`config.mk`:
```
export PLATFORM = sky130hd
export DESIGN_NAME = nand_async_io_seq
export DESIGN_NICKNAME = d
export VERILOG_FILES = /design/src/rtl/nand_phy_pkg.sv /design/src/rtl/nand_timing_cnt.sv /design/src/rtl/nand_async_io_seq.sv
export SDC_FILE = /design/constraint.sdc
export NUM_CORES = 1
export LEC_CHECK = 0
export CAP_MARGIN = 10
export CORE_MARGIN = 5
export CORE_UTILIZATION = 30
export CTS_CLUSTER_DIAMETER = 120
export DETAILED_ROUTE_END_ITERATION = 12
export GPL_TIMING_DRIVEN = 0
export PLACE_DENSITY_LB_ADDON = 0.3
export SYNTH_ARGS = -nofsm -noshare
export SYNTH_HDL_FRONTEND = slang
export SYNTH_SLANG_ARGS = --single-unit
export TNS_END_PERCENT = 30
```
`constraint.sdc`:
```
create_clock -name v_clk0 -period 4.8 [get_ports v_clk0]
set_input_delay 1.2 -clock v_clk0 [delete_from_list [all_inputs] [get_ports v_clk0]]
set_output_delay 1.2 -clock v_clk0 [all_outputs]
set_load 0.05 [all_outputs]
```
`src/rtl/nand_phy_pkg.sv`:
```
// Shared encodings for the asynchronous-mode NAND bus sequencer: request opcodes,
// FSM states and the default timing-field width.
package nand_phy_pkg;

  localparam int TW_DEF = 4;

  typedef enum logic [1:0] {
    OP_CMD  = 2'd0,
    OP_ADDR = 2'd1,
    OP_DIN  = 2'd2,
    OP_DOUT = 2'd3
  } op_e;

  typedef enum logic [1:0] {
    ST_IDLE   = 2'd0,
    ST_SETUP  = 2'd1,
    ST_STROBE = 2'd2,
    ST_HOLD   = 2'd3
  } state_e;

endpackage

```
`src/rtl/nand_timing_cnt.sv`:
```
// Loadable down-counter for setup/pulse/hold phases. A load value of 0 acts as 1,
// and done is high while the count sits at 1 (the last cycle of the phase).
module nand_timing_cnt #(
  parameter int TW = 4
) (
  input  logic          clk,
  input  logic          rst,
  input  logic          load,
  input  logic [TW-1:0] load_val,
  output logic          done
);

  logic [TW-1:0] cnt_q;
  logic [TW-1:0] cnt_d;

  always_comb begin
    cnt_d = cnt_q;
    if (load) begin
      cnt_d = (load_val == '0) ? TW'(1) : load_val;
    end else if (cnt_q > TW'(1)) begin
      cnt_d = cnt_q - TW'(1);
    end
  end

  always_ff @(posedge clk) begin
    if (rst) begin
      cnt_q <= TW'(1);
    end else begin
      cnt_q <= cnt_d;
    end
  end

  assign done = (cnt_q == TW'(1));

endmodule

```
`src/rtl/nand_async_io_seq.sv`:
```
// Asynchronous (SDR) NAND bus sequencer: one request per handshake becomes a timed
// CE#/CLE/ALE/WE#/RE#/DQ waveform with runtime setup/pulse/hold counts.
module nand_async_io_seq
  import nand_phy_pkg::*;
#(
  parameter int DQ_WIDTH = 8,
  parameter int NUM_CE   = 2,
  parameter int CE_SEL_W = 1,
  parameter int TW       = TW_DEF
) (
  input  logic                v_clk0,
  input  logic                v_rst0,
  // Handshake: a request transfers on a rising edge where req_valid and
  // req_ready are both high; req_ready is high only in IDLE, so one request
  // is in flight at a time and the request fields are sampled on that edge.
  input  logic                req_valid,
  output logic                req_ready,
  input  logic [1:0]          req_op,
  input  logic [CE_SEL_W-1:0] req_ce,
  input  logic [DQ_WIDTH-1:0] req_data,
  input  logic                req_last,
  input  logic [TW-1:0]       cfg_tsetup,
  input  logic [TW-1:0]       cfg_tpulse,
  input  logic [TW-1:0]       cfg_thold,
  output logic                rd_valid,
  output logic [DQ_WIDTH-1:0] rd_data,
  output logic [NUM_CE-1:0]   v_cen,
  output logic                v_cle,
  output logic                v_ale,
  output logic                v_wen,
  output logic                v_ren,
  output logic [DQ_WIDTH-1:0] v_dq_out,
  output logic                v_dq_oe_n,
  input  logic [DQ_WIDTH-1:0] v_dq_in,
  output logic                busy,
  output state_e              dbg_state
);

  state_e              state_q,  state_d;
  op_e                 op_q,     op_d;
  logic                last_q,   last_d;
  logic [TW-1:0]       tpulse_q, tpulse_d;
  logic [TW-1:0]       thold_q,  thold_d;
  logic [NUM_CE-1:0]   cen_q,    cen_d;
  logic                cle_q,    cle_d;
  logic                ale_q,    ale_d;
  logic                wen_q,    wen_d;
  logic                ren_q,    ren_d;
  logic [DQ_WIDTH-1:0] dq_out_q, dq_out_d;
  logic                oe_n_q,   oe_n_d;
  logic                rd_valid_q, rd_valid_d;
  logic [DQ_WIDTH-1:0] rd_data_q,  rd_data_d;
  logic                ready_q,  ready_d;

  logic                cnt_load;
  logic [TW-1:0]       cnt_val;
  logic                cnt_done;
  logic [NUM_CE-1:0]   ce_sel;

  // Out-of-range chip indices match no bit, so every CE# stays high.
  always_comb begin
    ce_sel = '1;
    for (int i = 0; i < NUM_CE; i++) begin
      if (int'(req_ce) == i) ce_sel[i] = 1'b0;
    end
  end

  always_comb begin
    state_d    = state_q;
    op_d       = op_q;
    last_d     = last_q;
    tpulse_d   = tpulse_q;
    thold_d    = thold_q;
    cen_d      = cen_q;
    cle_d      = cle_q;
    ale_d      = ale_q;
    wen_d      = wen_q;
    ren_d      = ren_q;
    dq_out_d   = dq_out_q;
    oe_n_d     = oe_n_q;
    rd_valid_d = 1'b0;
    rd_data_d  = rd_data_q;
    cnt_load   = 1'b0;
    cnt_val    = cfg_tsetup;

    unique case (state_q)
      ST_IDLE: begin
        if (req_valid && ready_q) begin
          state_d  = ST_SETUP;
          op_d     = op_e'(req_op);
          last_d   = req_last;
          tpulse_d = cfg_tpulse;
          thold_d  = cfg_thold;
          cnt_load = 1'b1;
          cnt_val  = cfg_tsetup;
          // Selecting a new chip releases any CE# left low by a non-last request.
          cen_d    = ce_sel;
          cle_d    = (req_op == OP_CMD);
          ale_d    = (req_op == OP_ADDR);
          oe_n_d   = (req_op == OP_DOUT);
          if (req_op != OP_DOUT) dq_out_d = req_data;
        end
      end
      ST_SETUP: begin
        if (cnt_done) begin
          state_d  = ST_STROBE;
          cnt_load = 1'b1;
          cnt_val  = tpulse_q;
          if (op_q == OP_DOUT) ren_d = 1'b0;
          else                 wen_d = 1'b0;
        end
      end
      ST_STROBE: begin
        if (cnt_done) begin
          state_d  = ST_HOLD;
          cnt_load = 1'b1;
          cnt_val  = thold_q;
          wen_d    = 1'b1;
          ren_d    = 1'b1;
          if (op_q == OP_DOUT) begin
            rd_data_d  = v_dq_in;
            rd_valid_d = 1'b1;
          end
        end
      end
      ST_HOLD: begin
        if (cnt_done) begin
          state_d = ST_IDLE;
          cle_d   = 1'b0;
          ale_d   = 1'b0;
          oe_n_d  = 1'b1;
          if (last_q) cen_d = '1;
        end
      end
      default: state_d = ST_IDLE;
    endcase

    ready_d = (state_d == ST_IDLE);
  end

  always_ff @(posedge v_clk0) begin
    if (v_rst0) begin
      state_q    <= ST_IDLE;
      op_q       <= OP_CMD;
      last_q     <= 1'b0;
      tpulse_q   <= '0;
      thold_q    <= '0;
      cen_q      <= '1;
      cle_q      <= 1'b0;
      ale_q      <= 1'b0;
      wen_q      <= 1'b1;
      ren_q      <= 1'b1;
      dq_out_q   <= '0;
      oe_n_q     <= 1'b1;
      rd_valid_q <= 1'b0;
      rd_data_q  <= '0;
      ready_q    <= 1'b0;
    end else begin
      state_q    <= state_d;
      op_q       <= op_d;
      last_q     <= last_d;
      tpulse_q   <= tpulse_d;
      thold_q    <= thold_d;
      cen_q      <= cen_d;
      cle_q      <= cle_d;
      ale_q      <= ale_d;
      wen_q      <= wen_d;
      ren_q      <= ren_d;
      dq_out_q   <= dq_out_d;
      oe_n_q     <= oe_n_d;
      rd_valid_q <= rd_valid_d;
      rd_data_q  <= rd_data_d;
      ready_q    <= ready_d;
    end
  end

  nand_timing_cnt #(.TW(TW)) u_cnt (
    .clk      (v_clk0),
    .rst      (v_rst0),
    .load     (cnt_load),
    .load_val (cnt_val),
    .done     (cnt_done)
  );

  assign req_ready = ready_q;
  assign rd_valid  = rd_valid_q;
  assign rd_data   = rd_data_q;
  assign v_cen     = cen_q;
  assign v_cle     = cle_q;
  assign v_ale     = ale_q;
  assign v_wen     = wen_q;
  assign v_ren     = ren_q;
  assign v_dq_out  = dq_out_q;
  assign v_dq_oe_n = oe_n_q;
  assign busy      = (state_q != ST_IDLE);
  assign dbg_state = state_q;

endmodule
```
==> Flow_metrics.wiki <==
{| class="wikitable"
! Metric !! Value
|-
| Run status || complete, no violations
|-
| Count of cells resized by post-cts repair || 0
|-
| Count of vias placed by the detailed router || about 1900
|-
| Chip Height || 91.3 um
|-
| Buffers added on ports || 61
|-
| Area of the core region || between 6000 and 7000 um2
|-
| Number of primary I/O pins || 63
|-
| Global placement routability congestion || 0.791
|-
| Number of instances in the synthesized netlist || ~240
|-
| Achievable Freq || around 310 MHz
|-
| Routing usage on met1 || between 10% and 20%
|-
| Inserted Clock Buffers || 5
|-
| Latest clock arrival within the worst-skew pair || a little under 300 ps
|-
| RSZ-0062 raised after global routing || no
|-
| DPL Wire Length || roughly 4000 um
|-
| Type of element capturing the critical path || output port
|-
| Global-route usage over all layers || roughly an eighth
|-
| Clock tree from TritonCTS || yes
|-
| Peak supply drop || 0.250 mV
|-
| Mean post-synth cell area || 8.22 um2
|-
| Data arrival at the endpoint of the critical path || between 1500 and 2000 ps
|-
| Count of antenna-violating nets left after detailed routing || 0
|-
| Remaining max-slew budget at the tightest pin || 58.2%
|-
| Net switching power || 0.564 mW
|-
| R2R Path End || u_cnt.cnt_q[0]
|-
| Wire length of the first global-routing pass || approximately 8800 um
|-
| H-tree depth reported by CTS || 2
|-
| Internal power consumption || just under 0.9 mW
|-
| Clock slew at the register clock pins of the worst setup and hold paths || around 80 ps
|-
| Switching part of the total || 38.8%
|-
| Final routed wirelength across all metal layers || 5210 um
|-
| Number of placement rows || 29
|-
| Maxcap violations || 0
|-
| Maximum number of pins on one net before global-route repair || 14
|-
| Register bit total from synthesis || 42
|-
| CP Max Fanout || 6
|-
| Most used flip-flop cell after synthesis || sky130_fd_sc_hd__dfxtp_1
|-
| Area of the mapped netlist || between 1500 and 2000 um2
|-
| Area growth from synthesis to final layout || 42.9%
|-
| Setup slack of the worst register-to-register path || around 2400 ps
|-
| Number of global-route vias before repair || approximately 1800
|-
| Detailed Routing Iterations Pass 1 || 4
|-
| End-of-flow core utilization || between 40% and 50%
|-
| Average wire per cell in the routed design || 13.5 um
|-
| Count of flip-flops with a built-in enable after synthesis || 0
|-
| Leakage || 1.04 nW
|-
| Initial Util || 31.0%
|-
| DIE WIDTH || between 90 and 100 um
|-
| Layer carrying the most global-route usage || met2
|-
| Combinational cell fraction of total power || a little under half
|-
| Deepest clock path buffer count || 2
|-
| Number of buffers inserted by hold repair at cts || 0
|-
| Power Dens Cells || approximately 510 nW/um2
|-
| Hold Violations, Final || 0
|-
| Clock Root Buffer || sky130_fd_sc_hd__clkbuf_8
|-
| Number of setup buffers added after CTS || 0
|-
| Post-layout net count || between 300 and 400
|-
| Net count after synthesis || roughly 280
|-
| Endpoints failing setup || 0
|-
| Type of the setup path with the least slack || flip-flop to output port
|-
| Layout Skew || approximately 4 ps
|-
| Avg Vias per Cell || 4.91
|-
| Unique cell type count in the Yosys netlist || 43
|-
| Period minus WS final || about 3200 ps
|-
| Max incr delay on CP || between 800 and 900 ps
|-
| Global Route met3 Usage || slightly below 4%
|-
| Launch point of the worst reg-to-reg path || dbg_state[1]
|-
| Detailed Route Iter0 Violations || 100
|-
| Setup crit start || dbg_state[1]
|-
| Register area share after synthesis || between 40% and 50%
|-
| Critical path destination || busy
|-
| GRT overflow || 0
|-
| Pins over their slew limit || 0
|-
| Number of inserted filler cells in the final layout || between 600 and 700
|-
| Kind of start point of the critical path || flip-flop
|-
| Clock network fraction of total power || between 20% and 30%
|-
| Die Area || roughly 8300 um2
|-
| Critical Path Slowest Stage Cell || sky130_fd_sc_hd__clkdlybuf4s50_1
|-
| Post-synthesis async set-or-reset flop share || 0%
|-
| Top cell by count, worst path || sky130_fd_sc_hd__inv_1
|-
| CP Cell Sequence || inv_1 -> ha_1 -> inv_1 -> clkdlybuf4s50_1
|-
| Classification of the worst-slack hold path || flip-flop to flip-flop
|-
| Slew at the pin closest to its max-slew limit || 627 ps
|-
| Number of clock sinks seen by CTS || between 40 and 50
|-
| Antenna violations before repair || 0
|-
| Fin crit share || between 60% and 70%
|-
| Reg2Reg Depth || 8
|-
| Antenna Diode Count || 0
|-
| Met2 track utilization from global routing || between 20% and 30%
|-
| Data required time of the critical path || between 3000 and 4000 ps
|-
| Post-layout power || roughly 1.5 mW
|-
| DRC violations left || 0
|-
| Setup TNS || 0 ps
|-
| Syn. warnings || 0
|-
| Layout cells sized above 1 || 5.48%
|-
| Fraction of power consumed by sequential logic || a little over 30%
|}
[per-stage QoR]
| stage | hold slack, ps | cell area, um2 | std cells | setup slack, ps |
|---|---|---|---|---|
| after floorplan | 431 | 1980 | 241 | 2200 |
| after global placement | 441 | 2690 | 379 | 1750 |
| after detailed placement | 448 | 2690 | 379 | 1760 |
| after CTS | 462 | 2830 | 387 | 1600 |
| after global routing | 481 | 2830 | 387 | 1530 |
| final | 458 | 2830 | 387 | 1620 |
[logic make-up after synthesis]
| group | count (synthesis) | synth area share [%] |
|---|---|---|
| AND/OR/NAND/NOR | 96 | 22.9 |
| AO/OA/AOI/OAI | 60 | 18.4 |
| flip-flops | 42 | 42.5 |
| buffers and inverters | 23 | 5.37 |
| multiplexers | 12 | 6.06 |
| adder cells (fa/ha/maj) | 7 | 4.42 |
| XOR/XNOR | 1 | 0.442 |
[power by group through the flow]
| stage | clock [mW] | combinational [mW] | sequential [mW] |
|---|---|---|---|
| after floorplan | 0 | 0.384 | 0.548 |
| after global placement | 0 | 0.659 | 0.451 |
| after detailed placement | 0 | 0.666 | 0.452 |
| after CTS | 0.353 | 0.670 | 0.444 |
| after global routing | 0.364 | 0.732 | 0.453 |
| final | 0.342 | 0.668 | 0.443 |
[metal layers]
| metal | share of wire (%) | up-vias |
|---|---|---|
| li1 | - | 968 |
| met1 | 45 | 877 |
| met2 | 47 | 49 |
| met3 | 6.7 | 8 |
| met4 | 1.6 | 0 |
| met5 | 0 | - |
[state kept, by name, summed over array words and instances, names as in the netlist, 2 cells and up]
| signal | flops |
|---|---|
| rd_data | 8 |
| v_dq_out | 8 |
| thold_q | 4 |
| tpulse_q | 4 |
| u_cnt.cnt_q | 4 |
| dbg_state | 2 |
| op_q | 2 |
| v_cen | 2 |
[final cells by class]
cell class                 instances  area, um2  share of cell area (%)
buffer                            13       68.8                    2.43
clock buffer                       6       82.6                    2.92
clock inverter                     2       60.1                    2.12
inverter                          10       37.5                    1.33
multi-input combinational        176       1030                    36.5
sequential                        42        841                    29.7
tap                               77       96.3                    3.40
timing repair buffer              61        611                    21.6
[worst max-delay path, delay by kind of cell, from the launching register on]
kind                       cells  cell delay, ps
buffers and inverters          3            1030
adders and majority gates      1             220
DFF                            1             430
[worst min-delay path by stage]
| stage | from | end | slack [ps] | cells after the start |
|---|---|---|---|---|
| after floorplan | last_q | last_q | 430 | 2 |
| after global placement | v_dq_out[3] | v_dq_out[3] | 440 | 2 |
| after detailed placement | v_dq_out[3] | v_dq_out[3] | 450 | 2 |
| after CTS | thold_q[2] | thold_q[2] | 460 | 2 |
| after global routing | v_dq_out[3] | v_dq_out[3] | 480 | 2 |
| final | thold_q[2] | thold_q[2] | 460 | 2 |
[layout by cell type (no fill, tap or decap), drive strengths merged]
cell and n:
a21boi 1, or3 1, o31ai 1, a311oi 1, nand2 49, a211o 1, o21a 1, mux2i 12
nor4 3, or4 1, a221o 3, or2 1, nand3b 1, nor2 19, nor3 3, a21oi 36
bufinv 2, and3 1, dfxtp 42, and3b 1, clkdlybuf4s50 61, nand4bb 1, a221oi 1, a22oi 1
a21o 1, xor2 1, inv 10, a211oi 3, ha 7, nand3 9, buf 5, or3b 1
clkbuf 14, nor3b 2, nand2b 2, nor2b 1, o221ai 2, o21ai 8
[synthesized netlist by cell type, types with 2 or more instances]
cell | count | area, um2
sky130_fd_sc_hd__nand2b_1 | 2 | 12.5
sky130_fd_sc_hd__inv_1 | 10 | 37.5
sky130_fd_sc_hd__nor4_1 | 3 | 18.8
sky130_fd_sc_hd__nor3_1 | 2 | 10.0
sky130_fd_sc_hd__a221o_1 | 3 | 30.0
sky130_fd_sc_hd__o21ai_0 | 7 | 35.0
sky130_fd_sc_hd__nand3_1 | 9 | 45.0
sky130_fd_sc_hd__a211oi_1 | 3 | 22.5
sky130_fd_sc_hd__nor2_1 | 19 | 71.3
sky130_fd_sc_hd__dfxtp_1 | 42 | 841
sky130_fd_sc_hd__mux2i_1 | 12 | 120
sky130_fd_sc_hd__nand2_1 | 49 | 184
sky130_fd_sc_hd__ha_1 | 7 | 87.6
sky130_fd_sc_hd__a21oi_1 | 36 | 180
sky130_fd_sc_hd__clkbuf_1 | 8 | 30.0
sky130_fd_sc_hd__buf_6 | 2 | 22.5
No activity file was read; power rests on OpenSTA's default activity.
==> RTL change (same settings) <==
Put one more register stage on the output `dbg_state`, without a reset. The value now appears one clock later. The other outputs are not delayed to match.
--- a/src/rtl/nand_async_io_seq.sv
+++ b/src/rtl/nand_async_io_seq.sv
@@ -194,5 +194,7 @@
   assign v_dq_oe_n = oe_n_q;
   assign busy      = (state_q != ST_IDLE);
-  assign dbg_state = state_q;
+  always_ff @(posedge v_clk0) begin
+    dbg_state <= state_q;
+  end
 
 endmodule
Check against the original RTL: not equivalent (Yosys sat finds a counterexample within 4 cycles, from zero or initial values and one cycle with v_rst0 high).
==> RTL change against the unedited design <==
- cell count down 2.3%
- count of clock-buffer cells in the layout unchanged
- synthesized area rose by 0.32%
- design area fell by 1.7%
- fmax decreased by 2.5%
- power is 3.0% higher
- routed wire length grew 1.1%
- sequential power increased by 9.5%
- setup slack got worse by 0.081 ns
- clock power down 32%
- sequential cell count increased by 2
- highest routed layer unchanged
==> RTL change: results (changes against the unedited design) <==
Worst setup path
  • Highest net fanout along the worst path: 5 (-1)
  • Reg2reg start: state_q[0]
  • Worst Reg-to-Reg Cells: 7 (-1)

Final layout
  • Non-clock buffer share: 0.238 (-0.00174)
  • Share of layout cells above drive strength 1: 0.0498 (-0.00500)
  • Bufs w/o clock: 73 (-1.4%)
  • Area of all sequential standard cells: 881 µm² (+4.8%)
  • Nets: 342 (-2.6%)
  • #MultiIn Comb: 170 (-3.4%)
  • Clk tree area frac: 0.0319 (-0.0185)

Logic synthesis
  • Post-Syn Nets: 274 (-3.2%)
  • Register bit total from synthesis: 44 (+4.8%)
  • Mux contribution to synthesized area: 0.0567 (-0.00397)
  • Post-synthesis xor/xnor area fraction: 0.00441 (-0.0000139)
  • Distinct cells, synth: 38 (-12%)
  • Synth Area in Adders: 0.0441 (-0.000139)
  • Compound-Gate Fraction of Synth Area: 0.190 (+0.00572)

Hold path
  • WHS Endpoint: dbg_state[0]
  • Hold path depth: 0 (-2)
  • Worst min-delay path startpoint: state_q[0]

Power
  • Peak supply drop: 0.288 mV (+15%)
  • Net Sw Frac: 0.439 (+0.0503)
  • Total power: 1.50 mW (+3.0%)

STA
  • Slew headroom: 0.559 (-0.0226)

Route
  • Total wire length: 5270 µm (+1.1%)
  • DR vias/cell: 4.93 (+0.23%)

Global routing
  • GRT Total Usage: 0.128 (-0.000204)

Status
  • Status: complete, no violations

Placement
  • DP HPWL: 3940 µm (-0.61%)
## RTL change: cell count changes after synthesis, sizes merged, moves of 3 or more
cell and delta:
a21oi -10, a221oi +4, buf -4, clkbuf +3
inv -4, mux2i -3, nor3 +6, o21ai -3
o21bai +3
## RTL change: kinds of logic after synthesis
family	Yosys count
AOI/OAI and AO/OA	54
muxes	11
DFF	44
and+or+nand+nor	97
xor gates and xnor gates	1
buffers and inverters	18
adders and majority gates	7
## RTL change: stage by stage
step / area [µm²] / worst slack, ns / cells / hold WS (ns)
floorplan: 1990 / 2.51 / 232 / 0.383
global placement: 2690 / 1.88 / 370 / 0.406
detailed placement: 2690 / 1.87 / 370 / 0.409
CTS: 2780 / 1.53 / 378 / 0.421
global route: 2780 / 1.42 / 378 / 0.426
finish: 2780 / 1.54 / 378 / 0.423
## RTL change: metal layers
metal  vias up  wire length (µm)  GRT usage
li1        945                 -          -
met1       858              2400      0.161
met2        54              2380      0.203
met3         5               423     0.0479
met4         0                68     0.0342
met5         -                 0          0
